**src/rtl/eoc_status_pkg.sv**
```systemverilog
// Shared register map, exit codes and watchdog state type for the EOC status block.
package eoc_status_pkg;

    localparam logic [4:0] STATUS_OFS    = 5'h00;
    localparam logic [4:0] CTRL_OFS      = 5'h04;
    localparam logic [4:0] WDT_LIMIT_OFS = 5'h08;
    localparam logic [4:0] WDT_COUNT_OFS = 5'h0C;
    localparam logic [4:0] SCRATCH_OFS   = 5'h10;

    localparam logic [30:0] EXIT_TIMEOUT = 31'h7FFF_FFFF;

    localparam int CTRL_WDT_EN_BIT = 0;
    localparam int CTRL_CLEAR_BIT  = 1;

    typedef enum logic [1:0] {IDLE, COUNT, EXPIRED} wdt_state_e;

endpackage

```
**src/rtl/eoc_wdt_counter.sv**
```systemverilog
// Watchdog FSM with saturating counter; expire_o flags that the coming edge times out.
module eoc_wdt_counter
    import eoc_status_pkg::*;
#(
    parameter int WDT_W = 32
) (
    input  logic             clk,
    input  logic             reset,
    input  logic             en_i,
    input  logic             done_i,
    input  logic             sw_done_i,
    input  logic             kick_i,
    input  logic             clear_i,
    input  logic [WDT_W-1:0] limit_i,
    output logic [WDT_W-1:0] count_o,
    output logic             expire_o
);

    localparam logic [WDT_W-1:0] ONE = WDT_W'(1);

    wdt_state_e       state_q, state_d;
    logic [WDT_W-1:0] count_q, count_d, count_inc;
    logic             hit;

    always_comb begin
        count_inc = (&count_q) ? count_q : count_q + ONE;
        hit       = (limit_i == '0) || (count_q == limit_i - ONE);
        state_d   = state_q;
        count_d   = count_q;
        expire_o  = 1'b0;
        if (clear_i) begin
            state_d = IDLE;
            count_d = '0;
        end else begin
            if (kick_i) count_d = '0;
            case (state_q)
                IDLE: if (en_i && !done_i && !sw_done_i) state_d = COUNT;
                COUNT: begin
                    // Stopping takes precedence over expiry; a kick restarts the count.
                    if (!en_i || done_i || sw_done_i) begin
                        state_d = IDLE;
                    end else if (!kick_i) begin
                        count_d = count_inc;
                        if (hit) begin
                            state_d  = EXPIRED;
                            expire_o = 1'b1;
                        end
                    end
                end
                default: ;
            endcase
        end
    end

    always_ff @(posedge clk or negedge reset) begin
        if (!reset) begin
            state_q <= IDLE;
            count_q <= '0;
        end else begin
            state_q <= state_d;
            count_q <= count_d;
        end
    end

    assign count_o = count_q;

endmodule

```
**src/rtl/eoc_status_unit.sv**
```systemverilog
// APB3 end-of-computation status register block polled by the debug host.
// Define EOC_WDT_EN to include the watchdog that forces a timeout exit code.
module eoc_status_unit
    import eoc_status_pkg::*;
#(
    parameter int               ADDR_W        = 12,
    parameter int               WDT_W         = 32,
    parameter logic [WDT_W-1:0] WDT_LIMIT_RST = 32'h00FF_FFFF
) (
    input  logic              clk,
    input  logic              reset,
    input  logic [ADDR_W-1:0] paddr,
    input  logic              psel,
    input  logic              penable,
    input  logic              pwrite,
    input  logic [31:0]       pwdata,
    output logic [31:0]       prdata,
    output logic              pready,
    output logic              pslverr,
    output logic              eoc_o,
    output logic              eoc_pulse_o
);

    logic        access, wr, clear, status_wr, sw_done, expire;
    logic [4:0]  ofs;
    logic [31:0] status_q, status_d, scratch_q, scratch_d;
    logic        eoc_pulse_q, eoc_pulse_d;
    logic        wdt_en_rd;
    logic [31:0] wdt_limit_rd, wdt_count_rd;
    logic        unused_ok;

    assign access    = psel & penable;
    assign wr        = access & pwrite;
    assign ofs       = {paddr[4:2], 2'b00};
    assign clear     = wr && (ofs == CTRL_OFS) && pwdata[CTRL_CLEAR_BIT];
    // STATUS is sticky once done is set; only a clear reopens it.
    assign status_wr = wr && (ofs == STATUS_OFS) && !status_q[31];
    assign sw_done   = status_wr && pwdata[31];

`ifdef EOC_WDT_EN
    logic             wdt_en_q, wdt_en_d;
    logic [WDT_W-1:0] limit_q, limit_d, wdt_count;
    logic             kick;

    assign kick = wr && (ofs == WDT_COUNT_OFS);

    always_comb begin
        wdt_en_d = wdt_en_q;
        limit_d  = limit_q;
        if (wr && ofs == CTRL_OFS)      wdt_en_d = pwdata[CTRL_WDT_EN_BIT];
        if (wr && ofs == WDT_LIMIT_OFS) limit_d  = pwdata[WDT_W-1:0];
    end

    always_ff @(posedge clk or negedge reset) begin
        if (!reset) begin
            wdt_en_q <= 1'b0;
            limit_q  <= WDT_LIMIT_RST;
        end else begin
            wdt_en_q <= wdt_en_d;
            limit_q  <= limit_d;
        end
    end

    eoc_wdt_counter #(.WDT_W(WDT_W)) u_wdt (
        .clk       (clk),
        .reset     (reset),
        .en_i      (wdt_en_q),
        .done_i    (status_q[31]),
        .sw_done_i (sw_done),
        .kick_i    (kick),
        .clear_i   (clear),
        .limit_i   (limit_q),
        .count_o   (wdt_count),
        .expire_o  (expire)
    );

    assign wdt_en_rd    = wdt_en_q;
    assign wdt_limit_rd = 32'(limit_q);
    assign wdt_count_rd = 32'(wdt_count);
    assign unused_ok    = ^{paddr[ADDR_W-1:5], paddr[1:0]};
`else
    assign expire       = 1'b0;
    assign wdt_en_rd    = 1'b0;
    assign wdt_limit_rd = '0;
    assign wdt_count_rd = '0;
    assign unused_ok    = ^{paddr[ADDR_W-1:5], paddr[1:0], WDT_LIMIT_RST};
`endif

    always_comb begin
        status_d  = status_q;
        scratch_d = scratch_q;
        // Clear beats software done, which beats timeout, which beats a code-only write.
        if (clear)          status_d = '0;
        else if (sw_done)   status_d = pwdata;
        else if (expire)    status_d = {1'b1, EXIT_TIMEOUT};
        else if (status_wr) status_d = pwdata;
        if (wr && ofs == SCRATCH_OFS) scratch_d = pwdata;
        eoc_pulse_d = status_d[31] & ~status_q[31];
    end

    always_ff @(posedge clk or negedge reset) begin
        if (!reset) begin
            status_q    <= '0;
            scratch_q   <= '0;
            eoc_pulse_q <= 1'b0;
        end else begin
            status_q    <= status_d;
            scratch_q   <= scratch_d;
            eoc_pulse_q <= eoc_pulse_d;
        end
    end

    always_comb begin
        prdata  = '0;
        pslverr = 1'b0;
        if (access) begin
            case (ofs)
                STATUS_OFS:    prdata = status_q;
                CTRL_OFS:      prdata = {31'b0, wdt_en_rd};
                WDT_LIMIT_OFS: prdata = wdt_limit_rd;
                WDT_COUNT_OFS: prdata = wdt_count_rd;
                SCRATCH_OFS:   prdata = scratch_q;
                default:       pslverr = 1'b1;
            endcase
        end
    end

    assign pready      = 1'b1;
    assign eoc_o       = status_q[31];
    assign eoc_pulse_o = eoc_pulse_q;

endmodule
```
**config.mk**
```make
export PLATFORM = sky130hd
export DESIGN_NAME = eoc_status_unit
export DESIGN_NICKNAME = d
export VERILOG_FILES = /design/src/rtl/eoc_status_pkg.sv /design/src/rtl/eoc_wdt_counter.sv /design/src/rtl/eoc_status_unit.sv
export SDC_FILE = /design/constraint.sdc
export NUM_CORES = 1
export LEC_CHECK = 0
export BUFFER_PORTS_ARGS = -buffer_cell sky130_fd_sc_hd__buf_2
export CAP_MARGIN = 20
export CORE_MARGIN = 2
export CORE_UTILIZATION = 55
export CTS_CLUSTER_SIZE = 14
export DETAILED_ROUTE_END_ITERATION = 8
export PLACE_DENSITY = 0.9
export SLEW_MARGIN = 30
export SYNTH_ARGS = -nofsm -noshare
export SYNTH_HDL_FRONTEND = slang
export SYNTH_SLANG_ARGS = --single-unit
```
**constraint.sdc**
```tcl
create_clock -name clk -period 3.66 [get_ports clk]
set_clock_uncertainty 0.15 [all_clocks]
set_input_delay 0.549 -clock clk [delete_from_list [all_inputs] [get_ports clk]]
set_output_delay 0.549 -clock clk [all_outputs]
set_load 0.01 [all_outputs]
```
After elaboration in Yosys (flattened, before gate mapping):

Index checks and enable logic that the tools add are counted.

* register bits: 65
* output and inout bits: 36
* word-level logic and storage cells: 29

* eq/ne operators: 4
* multiplexer cells: 7
* bitwise logic cells: 4
* reductions and logical operators: 10

Operators with widths (number)
* $mux W32: 4
* $pmux W32 S2: 1
* $eq A3 B2 Y1 const B: 2
* $logic_and A1 B1 Y1: 6
* $logic_not A5 Y1: 1
* $reduce_or A5 Y1: 1
* $and A1 B1 Y1: 3
* $eq A3 B1 Y1 const B: 1
* $eq A3 B3 Y1 const B: 1
* $reduce_bool A3 Y1: 1
* $mux W1: 2
* $logic_not A1 Y1: 1
* $not A1 Y1: 1

Longest topological paths before layout:

* depth after elaboration: 8
* mapped depth: 5
* depth with buffers taken out: 3

Least setup slack after synthesis:

Ideal clock, no wire load.

* path kind: input-to-output
* start point: input paddr[3]
* end point: output prdata[10]
* data arrival time: 1.471 ns
* required time: 2.961 ns
* slack: 1.490 ns
* stages: 4
* cell sequence: nor3_2 > clkbuf_1 > a22oi_1 > nor2_1

* cells in the longest elaborated chain, start to end: 3
* elaborated cells between the ends (all ways): 4

RTL lines
* start, declared: line eoc_status_unit.sv:12 `input logic [ADDR_W-1:0] paddr,`
* $eq A3 B3 Y1 / $logic_not A5 Y1 (equally long branches): line eoc_status_unit.sv:117 `case (ofs)`
* $pmux W32 S2 *: line eoc_status_unit.sv:117
* $mux W32 *: line eoc_status_unit.sv:116 `if (access) begin`
* end, declared: line eoc_status_unit.sv:17 `output logic [31:0] prdata,`

Every way passes the cells marked *; elsewhere a longest branch is shown, timed or not.

Worst setup path in the final report:

* start point: input paddr[3]
* end point: output prdata[1]

Same word-level chain as after synthesis.

==> run summary <==
layout cells sized above 1: 0.3365
number of enable flip-flop cells after synthesis: 0
wire length of the first global-routing pass: 10.14 mm
CTS clk-pin slew, worst paths: 70 ps
kind of critical path: in2out
GR Util All Layers: 0.2427
total grt overflow: 0
final critical-path share of the clock period: 0.7771
worst min path class: in2async
H-tree Lvls: 3
initial antenna violation count: 0
GRT busiest layer: met2
area taken by multi-input logic gates: 1131 µm²
Die Span Y: 75.89 µm
commonest cells in the netlist: dfrtp_1, nor2_1, a22oi_1
CTS tree: yes
Iteration-0 DRC Markers: 96
hold buffers post-CTS: 0
Layout Utilization: 0.6926
status: finished clean
I/O pin total: 85
PD cells: 497.7 nW/µm²
CP arrival: 2150 ps
DRT Pass-1 Iters: 4
Post-CTS Setup Bufs: 0
Routed Antenna Nets: 0
synth unique cells: 22
register area share after synthesis: 0.5722
num rows: 26
clk buf depth: 2
post-synthesis cell area: 2843 µm²
final setup violation count: 0
diode count: 0
Starting Density: 0.5638
post-synth top area cell: dfrtp_1
syn avg cell area: 12.36 µm²
Final Hold Fails: 0
met3 GRT Util: 0.05952
number of synthesized register bits: 65
Max-Cap Viols: 0
die width: 75.89 µm
fin. max-slew vios: 0
ranking of synthesized cells by area: dfrtp_1, mux2_1, a22o_1, a22oi_1, nor2_1
Core Footprint: 5042 µm²
PortBufs: 74
asr flop ratio synth: 1.000
via count: 2213
fillcell total: 375
Post-Route WL: 6.415 mm
crit path max fanout: 20
Final Critical Period: 2844 ps
dpl hpwl: 4.233 mm
Synth Instances: 230
register area: 1627 µm²
largest net degree at the start of global routing: 40
final setup TNS: 0 ps
final net count: 356
Yosys top cell area share: 0.5722
CTS Buf Count: 9
P_leak: 0.001716 µW
Clock Sinks: 65
Root Buffer: clkbuf_8
DIE AREA: 5759 µm²
GPL Wtd Cong: 0.7138
met2 usage: 0.3946
Syn Nets: 279
ys flop type: dfrtp_1
Synth-to-Final Area Change: 22.84%
critical path capture point type: primary output
worst rel slew slack: 0.4397
number of global-route vias before repair: 2112
Slew @ Worst Pin: 837.7 ps
VDD IR-drop max: 0.3080 mV
Worst Path Required: 2960 ps
Post-CTS Resized: 0
crit path launch type: primary input
count leader, synth: dfrtp_1
# DRC: 0
Synth Warn #: 0
met1 Use GR: 0.3161
R2R depth: 4
via-per-instance ratio: 5.793
Avg WL per Cell: 16.79 µm
unrepaired setup endpoints after global routing: false
fmax: 351.6 MHz
Skew-Pair Late Insertion Delay: 330 ps
[layer usage]
metal | vias to the layer above | share of wire
li1 | 1007 | -
met3 | 6 | 0.052
met4 | 0 | 0.010
met5 | - | 0
met1 | 1127 | 0.43
met2 | 73 | 0.51
[worst max-delay path, cell delays in order]
cell and delay, ps:
buf_2 160, nor3_4 720, buf_4 310, a22oi_1 100, nor2_1 140, buf_2 160
[registers in the layout, indices dropped and copies added, names as in the netlist]
name	cells
eoc_pulse_o	1
scratch_q	32
status_q	32
[cell families after synthesis]
group | after synthesis | share of synthesized area
muxes | 32 | 0.1268
DFF | 65 | 0.5722
buffers and inverters | 20 | 0.03829
AOI/OAI and AO/OA | 67 | 0.1888
and+or+nand+nor | 45 | 0.07262
other | 1 | 0.001319
[where the power goes]
part | internal (µW) | switching, µW | leakage (µW)
combinational | 125 | 101 | 0.000779
clock | 332 | 253 | 0.0000974
sequential | 852 | 75.1 | 0.000840
[through the flow]
step	cells	total power, µW	area [µm²]	setup WS (ps)	hold slack (ps)
floorplan	230	1063	2843	1490	103.4
global placement	365	1142	3296	855.8	317.3
detailed placement	365	1163	3298	859.4	325.3
CTS	381	1746	3487	830.7	64.52
global route	382	1820	3492	709.0	95.86
finish	382	1738	3492	816.0	63.23
[cell usage in the layout, fill, tap and decap left out]
cell       count
a22o_1        31
a22oi_1       32
a31oi_1        2
and2_1         2
and3_1         1
buf_2         75
buf_4         11
bufinv_16      1
clkbuf_1       3
clkbuf_8      10
clkinv_2       2
conb_1         1
dfrtp_1       65
mux2_1        30
mux2_2         2
nand2_2        1
nand3_1        1
nor2_1        36
nor3_4         1
nor3b_4        1
nor4_4         1
o211ai_1       1
o21ai_0        1
or3b_1         1
[cell type report]
cell class	instances	area share
Clock buffer	13	0.04264
Clock inverter	3	0.01147
Multi-Input combinational cell	145	0.3239
Sequential cell	65	0.4658
Tap cell	70	0.02508
Timing Repair Buffer	86	0.1311
[worst paths after layout]
check | from | endpoint | slack [ps]
min in group clk | pwdata[18] | status_q[18] | 290
worst min register to register | scratch_q[17] | scratch_q[17] | 340
max in group asynchronous | reset | status_q[4] | 2380
worst max-delay path | paddr[3] | prdata[1] | 820
worst min-delay path | reset | status_q[21] | 60
worst max register to register | status_q[31] | status_q[16] | 1870
No activity file was read; power rests on OpenSTA's default activity.
